<file path="src/rtl/uart_tx_if.sv">
// ============================================================================
// Module   : uart_tx_if
// Purpose  : Byte handshake between a controller and the UART transmitter.
// Revision : 1.0 - initial release
// ============================================================================
`default_nettype none

interface uart_tx_if;
  logic [7:0] tx_data;
  logic       tx_en;
  logic       tx_ready;

  modport master (output tx_data, output tx_en, input tx_ready);
  modport slave  (input tx_data, input tx_en, output tx_ready);
endinterface

`default_nettype wire

</file>
<file path="src/rtl/uart_tx.sv">
// ============================================================================
// Module   : uart_tx
// Purpose  : 8N1 UART serializer, BAUD_THRESHOLD clk cycles per bit.
//            Define UART_PARITY_EN to insert an even-parity bit before STOP.
// Revision : 1.0 - initial release
// ============================================================================
`default_nettype none

module uart_tx #(
  parameter int BAUD_THRESHOLD = 434
) (
  input  wire logic        clk,
  input  wire logic        rst,
  uart_tx_if.slave         bus,
  output logic             tx,
  output logic [10:0]      ctr,
  output logic [4:0]       stage
);

  localparam logic [10:0] LAST_CTR = 11'(BAUD_THRESHOLD - 1);

  typedef enum logic [4:0] {
    IDLE   = 5'd0,
    START  = 5'd1,
    DATA0  = 5'd2,
    DATA1  = 5'd3,
    DATA2  = 5'd4,
    DATA3  = 5'd5,
    DATA4  = 5'd6,
    DATA5  = 5'd7,
    DATA6  = 5'd8,
    DATA7  = 5'd9,
    STOP   = 5'd10,
    PARITY = 5'd11
  } stage_t;

  stage_t      state, next_state;
  logic [10:0] next_ctr;
  logic [7:0]  shift_reg, next_shift;
  logic        next_tx;
  logic        ready, next_ready;
`ifdef UART_PARITY_EN
  logic        parity, next_parity;
`endif

  always_ff @(posedge clk or negedge rst) begin
    if (!rst) begin
      state     <= IDLE;
      ctr       <= 11'd0;
      shift_reg <= 8'd0;
      tx        <= 1'b1;
      ready     <= 1'b1;
`ifdef UART_PARITY_EN
      parity    <= 1'b0;
`endif
    end else begin
      state     <= next_state;
      ctr       <= next_ctr;
      shift_reg <= next_shift;
      tx        <= next_tx;
      ready     <= next_ready;
`ifdef UART_PARITY_EN
      parity    <= next_parity;
`endif
    end
  end

  // tx is computed one cycle ahead so the pin comes straight from a flop.
  always_comb begin
    next_state = state;
    next_ctr   = ctr;
    next_shift = shift_reg;
    next_tx    = tx;
    next_ready = ready;
`ifdef UART_PARITY_EN
    next_parity = parity;
`endif
    if (state == IDLE) begin
      next_ctr   = 11'd0;
      next_tx    = 1'b1;
      next_ready = 1'b1;
      if (bus.tx_en) begin
        next_shift = bus.tx_data;
        next_state = START;
        next_tx    = 1'b0;
        next_ready = 1'b0;
`ifdef UART_PARITY_EN
        next_parity = ^bus.tx_data;
`endif
      end
    end else if (ctr == LAST_CTR) begin
      next_ctr = 11'd0;
      case (state)
        START, DATA0, DATA1, DATA2, DATA3, DATA4, DATA5, DATA6: begin
          next_state = stage_t'(state + 5'd1);
          next_tx    = shift_reg[0];
          next_shift = {1'b0, shift_reg[7:1]};
        end
        DATA7: begin
`ifdef UART_PARITY_EN
          next_state = PARITY;
          next_tx    = parity;
`else
          next_state = STOP;
          next_tx    = 1'b1;
`endif
        end
        PARITY: begin
          next_state = STOP;
          next_tx    = 1'b1;
        end
        STOP: begin
          next_state = IDLE;
          next_tx    = 1'b1;
          next_ready = 1'b1;
        end
        default: begin
          next_state = IDLE;
          next_tx    = 1'b1;
          next_ready = 1'b1;
        end
      endcase
    end else begin
      next_ctr = ctr + 11'd1;
    end
  end

  assign bus.tx_ready = ready;
  assign stage        = state;

endmodule

`default_nettype wire

</file>
<file path="src/flat_wrapper.sv">
// flat-port wrapper written by rule: the top's interface ports become plain ports
module uart_tx_flat 
#(
  parameter int BAUD_THRESHOLD = 434
)
  (clk, rst, tx, ctr, stage, bus_tx_data, bus_tx_en, bus_tx_ready);
  uart_tx_if bus_i ();
  input  wire logic clk;
  input  wire logic rst;
  output logic tx;
  output logic [10:0] ctr;
  output logic [4:0] stage;
  input wire logic [$bits(bus_i.tx_data)-1:0] bus_tx_data;
  input wire logic [$bits(bus_i.tx_en)-1:0] bus_tx_en;
  output wire logic [$bits(bus_i.tx_ready)-1:0] bus_tx_ready;
  assign bus_i.tx_data = bus_tx_data;
  assign bus_i.tx_en = bus_tx_en;
  assign bus_tx_ready = bus_i.tx_ready;
  uart_tx #(.BAUD_THRESHOLD(BAUD_THRESHOLD)) u_core (.clk(clk), .rst(rst), .bus(bus_i), .tx(tx), .ctr(ctr), .stage(stage));
endmodule
</file>
<file path="config.mk">
export PLATFORM = sky130hd
export DESIGN_NAME = uart_tx_flat
export DESIGN_NICKNAME = d
export VERILOG_FILES = /design/src/rtl/uart_tx_if.sv /design/src/rtl/uart_tx.sv /design/src/flat_wrapper.sv
export SDC_FILE = /design/constraint.sdc
export NUM_CORES = 1
export LEC_CHECK = 0
export ABC_AREA = 1
export CAP_MARGIN = 0
export CELL_PAD_IN_SITES_DETAIL_PLACEMENT = 0
export CELL_PAD_IN_SITES_GLOBAL_PLACEMENT = 1
export CORE_ASPECT_RATIO = 1.1
export CORE_MARGIN = 4
export CORE_UTILIZATION = 37
export CTS_BUF_LIST = sky130_fd_sc_hd__clkbuf_16
export DETAILED_ROUTE_END_ITERATION = 10
export PLACE_DENSITY = 0.82
export SETUP_SLACK_MARGIN = 0.4
export SLEW_MARGIN = 25
export SYNTH_ARGS = -nofsm -noshare
export SYNTH_HDL_FRONTEND = slang
export SYNTH_SLANG_ARGS = --single-unit
</file>
<file path="constraint.sdc">
create_clock -name clk -period 1.8 [get_ports clk]
set_clock_uncertainty 0.1 [all_clocks]
set_input_delay 0.54 -clock clk [delete_from_list [all_inputs] [get_ports clk]]
set_output_delay 0.54 -clock clk [all_outputs]
set_load 0.02 [all_outputs]
</file>
=== After elaboration in Yosys (flattened, before gate mapping) ===
Index checks and enable logic that the tools add are counted.

* Register bits: 26
* Output and inout port bits: 18
* Bits in read-only memories: 0
* Input bits: 11
* Memories: 0
* Bits in latches: 0
* Bits in writable memories: 0

* Add/subtract/negate cells: 2
* Divide/modulo/power cells: 0
* Order comparisons: 0
* Shift-type cells: 0
* Reduce and logical (&&, ||, !) cells: 9
* Muxes and demuxes: 17
* Eq/ne operators: 13
* Multiply operators: 0
* Bitwise operators: 0

{| class="wikitable"
|+ Operators with widths
! operator !! number
|-
| $mux W8 || 4
|-
| $mux W11 || 2
|-
| $eq A5 B3 Y1 const B || 4
|-
| $eq A5 B4 Y1 const B || 3
|-
| $mux W5 || 3
|-
| $add A11 B1 Y11 const B || 1
|-
| $eq A11 B9 Y1 const B || 1
|-
| $eq A5 B2 Y1 const B || 2
|-
| $pmux W5 S2 || 1
|-
| $reduce_or A10 Y1 || 1
|-
| $reduce_or A8 Y1 || 1
|-
| $mux W1 || 7
|-
| $add A5 B1 Y5 const B || 1
|-
| $eq A5 B1 Y1 const B || 1
|-
| $logic_not A5 Y1 || 1
|-
| $reduce_and A2 Y1 || 2
|-
| $reduce_bool A2 Y1 || 2
|-
| $reduce_and A3 Y1 || 1
|-
| $ne A2 B1 Y1 const B || 1
|-
| $ne A2 B2 Y1 const B || 1
|-
| $reduce_or A2 Y1 || 1
|}

=== Depth between registers and ports, before layout ===
* Depth in word-level cells: 5
* Mapped depth: 11
* Depth with buffers taken out: 11

=== Worst setup path before layout ===
No wires, ideal clock.

* Kind: register to register
* Start point: reg u_core.state[0], in the netlist u_core.stage[0]
* End point: reg u_core.shift_reg[0]
* Arrival: 1.412 ns
* Required time: 1.584 ns
* Setup slack: 0.171 ns
* Stages on the path, launching flop included: 9
* Path through: dfrtp_1 -> inv_1 -> ha_1 -> nand3_4 -> nand3_2 -> nand2_4 -> nand2_4 -> nand2_1 -> nand2_1

* Cells in the longest elaborated chain, start to end: 4
* Elaborated cells on any way between the ends: 15
* Those cells by class: eq/ne (9); mux (1); reduce/logical (5)

{| class="wikitable"
|+ RTL lines
! element !! line !! RTL
|-
| start: declaration || uart_tx.sv:37 || <nowiki>stage_t state, next_state;</nowiki>
|-
| start signal: assignment || uart_tx.sv:57 || <nowiki>state <= next_state;</nowiki>
|-
| $eq A5 B1 Y1, or another cell as far along || uart_tx.sv:93 || <nowiki>case (state)</nowiki>
|-
| $reduce_or A8 Y1 || uart_tx.sv:93 ||
|-
| $reduce_bool A2 Y1 (no line) || - ||
|-
| $reduce_and A3 Y1 (no line) || - ||
|-
| end signal: assignment || uart_tx.sv:59 || <nowiki>shift_reg <= next_shift;</nowiki>
|-
| end: declaration || uart_tx.sv:39 || <nowiki>logic [7:0] shift_reg, next_shift;</nowiki>
|}

Parallel ways exist; a longest one is shown, timed or not.
A chain may end at the register's enable or synchronous reset.

=== Worst setup path after layout ===
* Start point: reg u_core.state[1], in the netlist u_core.stage[1]
* End point: reg u_core.shift_reg[7]

The elaborated chain is that of the path after synthesis.

==> flow_summary_export.csv <==
group,metric,value,unit
hold_path,hold_class,"flop to flop",
detailed_routing,drtIter0Drc,51,
detailed_routing,vias,1557,
setup_path,endpoint_kind,"flop",
sta,tightest_slew,214,ps
floorplanning,num_rows,24,
finish,stdcell_area,2570,sq um
hold_path,min_path_cells,2,
yosys,ys_types,27,
detailed_routing,via_per_inst,4.73,
clock_network,cts_made_buffers,3,
setup_path,start_kind,"flop",
detailed_routing,first_pass_iters,4,
floorplanning,design.portCount,29,
setup_path,crit_buf_inv,2,
detailed_routing,drc,0,
setup_path,cp.arrival,1660,ps
setup_path,cp_max_fo,8,
power_and_ir_drop,power_density,502,nW/um^2
floorplanning,start_util,0.393,
setup_path,cpPeakStageDelay,480,ps
power_and_ir_drop,p_leak,1.29,nW
setup_path,path_cells,"inv_4 -> ha_4 -> nand3_4 -> inv_4 -> nand2_4 -> nand2_8 -> nand2_8 -> nand2_1 -> nand2_1",
power_and_ir_drop,pwr-share-seq,0.453,
setup_path,reg2reg_depth,9,
yosys,syn_area,1590,sq um
clock_network,clk_path_buf_depth,2,
floorplanning,coreArea,4050,sq um
clock_network,clkLatencyLatePin,260,ps
power_and_ir_drop,p_sw_frac,0.185,
setup_path,rr_endpoint,"u_core.shift_reg[7]$_DFFE_PN0P_",
yosys,ys_ff_latch,26,
placement,gp_congestion,0.798,
grt,grt_remaining_overflow,0,
clock_network,postCtsHoldBufs,0,
finish,drive_gt1_frac,0.426,
yosys,syn_nets,228,
setup_path,cp.required,1860,ps
sta,hold_viol,0,
power_and_ir_drop,pwr-share-comb,0.031,
sta,finalWorstSetupSlack,206,ps
finish,diodes,0,
detailed_routing,ant_nets,0,
yosys,ys_seq_area_frac,0.410,
floorplanning,die_y,76.8,microns
grt,grt_pass1_wl,6630,microns
sta,fin_setup_tns,0,ps
floorplanning,dieWidth,70.5,microns
sta,min_period,1590,ps
finish,fin_util,0.634,
sta,post-route-period-util,0.885,
clock_network,cts_tree,"yes",
power_and_ir_drop,clkPwrFrac,0.517,
grt,grt_max_degree,27,
finish,areaGrowthSynthToFinish,61.5,%
setup_path,cp_top_family,"simple AND/OR/NAND/NOR gates",
sta,relSlewSlack,0.857,
yosys,synth_edf_count,0,
placement,pre_cts_ws,57.1,ps
detailed_routing,wirelength,4100,microns
setup_path,regToRegSetupSlack,210,ps
yosys,yosys_warnings,0,
sta,setup_violations,0,
setup_path,rr_startpoint,"u_core.stage[1]$_DFFE_PN0P_",
clock_network,htreeDepth,1,
hold_path,min_to,"u_core.shift_reg[4]$_DFFE_PN0P_",
yosys,netlist_instances,211,
placement,portBuffers,28,
yosys,syn_area_per_cell,7.54,sq um
finish,largest_register_ffs,11,
placement,placed_area,2010,sq um
run_status,status,"finished clean",
setup_path,slowest_stage,"dfrtp_2",
yosys,async_reset_ff_frac,1.00,
power_and_ir_drop,peakVddDrop,0.499,mV
setup_path,worst-setup-path-type,"flop to flop",
job,drv_cap,0,
finish,nNetsFinal,295,
clock_network,clockRootBuffer,"clkbuf_16",
power_and_ir_drop,p_switching,0.000239,W
floorplanning,dieArea,5420,sq um
yosys,synth_ff_type,"dfrtp_1",
sta,slew_viol_final,0,
power_and_ir_drop,total_power,0.00129,W
placement,post-dp-hpwl,2540,microns
grt,gr-usage-all-layers,0.147,
clock_network,cts.clk_slew.worst_paths,70,ps
grt,antenna_found_initial,0,
power_and_ir_drop,p_int,0.00105,W
sta,rsz0062_at_grt,"true",
clock_network,cts_num_sinks,26,
hold_path,min_from,"u_core.shift_reg[4]$_DFFE_PN0P_",
grt,grt_pass1_vias,1468,
sta,max_freq,628,MHz
detailed_routing,wire_per_inst,12.4,microns
## how the worst max path moves through the flow
stage / from / to / slack (ps) / cells after the start
3_3_place_gp: u_core.tx$_DFFE_PN1P_ / tx / 60 / 1
2_1_floorplan: u_core.stage[0]$_DFFE_PN0P_ / u_core.shift_reg[0]$_DFFE_PN0P_ / 300 / 10
3_5_place_dp: u_core.tx$_DFFE_PN1P_ / tx / 60 / 1
6_report: u_core.stage[1]$_DFFE_PN0P_ / u_core.shift_reg[7]$_DFFE_PN0P_ / 210 / 9
4_1_cts: u_core.bus.tx_ready$_DFFE_PN1P_ / bus_tx_ready / 240 / 1
5_1_grt: u_core.stage[0]$_DFFE_PN0P_ / u_core.shift_reg[0]$_DFFE_PN0P_ / 100 / 9
## timing repair
action,4_1_cts,5_1_grt
buffers inserted,20,7
gates cloned,2,0
resized for setup,130,25
pin swaps,16,3
endpoints found under the setup margin,41,44
## layer usage
layer,GRT usage,wire [microns],part of all wire,vias up
met5,0,0,0,-
met3,0.0209,129,0.032,7
met1,0.187,1750,0.43,723
li1,-,-,-,799
met4,0.0282,51,0.012,0
met2,0.265,2170,0.53,28
## cells in the final DEF (no fill, tap or decap), types with 4 or more instances in the layout
cell type	Yosys	routed
nand2_1	73	68
buf_4	0	27
buf_6	3	24
dfrtp_1	24	19
nand3_1	18	17
inv_1	18	14
nor2_1	24	13
clkdlybuf4s50_1	0	10
inv_2	6	9
nor2_2	1	7
nor2_4	1	6
nand2_2	3	6
ha_4	0	5
dfrtp_2	0	5
nand4_1	4	4
nand2_8	0	4
nand2_4	4	4
## stage by stage
step / hold slack [ps] / instances
final: 375 / 329
after global routing: 391 / 329
after CTS: 377 / 322
after detailed placement: 359 / 296
after global placement: 355 / 296
after floorplan: 144 / 211
## power by group through the flow
| stage | logic [W] | registers [W] | clock network, W |
|---|---|---|---|
| global route | 0.0000435 | 0.000584 | 0.000692 |
| detailed placement | 0.0000402 | 0.000595 | 0 |
| global placement | 0.0000400 | 0.000595 | 0 |
| floorplan | 0.000000398 | 0.000595 | 0 |
| finish | 0.0000394 | 0.000584 | 0.000666 |
| CTS | 0.0000406 | 0.000584 | 0.000664 |
## cell families (layout without fill, tap and decap cells)
group	Yosys count	count (layout)	share of synthesized area
simple gates	139	141	0.406
buf+inv	29	93	0.0943
flops	26	26	0.410
compound gates	8	8	0.0252
fa+ha+maj	6	6	0.0472
xor+xnor	3	3	0.0165
## synth_stat cells (2+ instances only)
| library cell | n | area, sq um |
|---|---|---|
| ha_1 | 6 | 75.1 |
| o21ai_0 | 2 | 10.0 |
| dfrtp_1 | 24 | 601 |
| inv_2 | 6 | 22.5 |
| nand4_1 | 4 | 25.0 |
| xor2_1 | 3 | 26.3 |
| nand3_1 | 18 | 90.1 |
| inv_1 | 18 | 67.6 |
| buf_6 | 3 | 33.8 |
| a21oi_1 | 4 | 20.0 |
| nor2_1 | 24 | 90.1 |
| dfstp_2 | 2 | 52.6 |
| o21ai_1 | 2 | 10.0 |
| nand2_4 | 4 | 45.0 |
| nor3_1 | 5 | 25.0 |
| nand2_1 | 73 | 274 |
| nand2_2 | 3 | 18.8 |
## layout make-up
cell class	instances	area [sq um]
clock buffer	3	75.1
fill	344	1480
clock inverter	1	30.0
multi-input combinational	158	1030
sequential	26	659
inverter	25	98.8
tap	52	65.1
timing repair buffer	64	613
## worst min-delay path, delay by kind of cell (launching register included)
family        cells  cell delay (ps)
flops             1              350
simple gates      2              100
No activity file was read; power rests on OpenSTA's default activity.
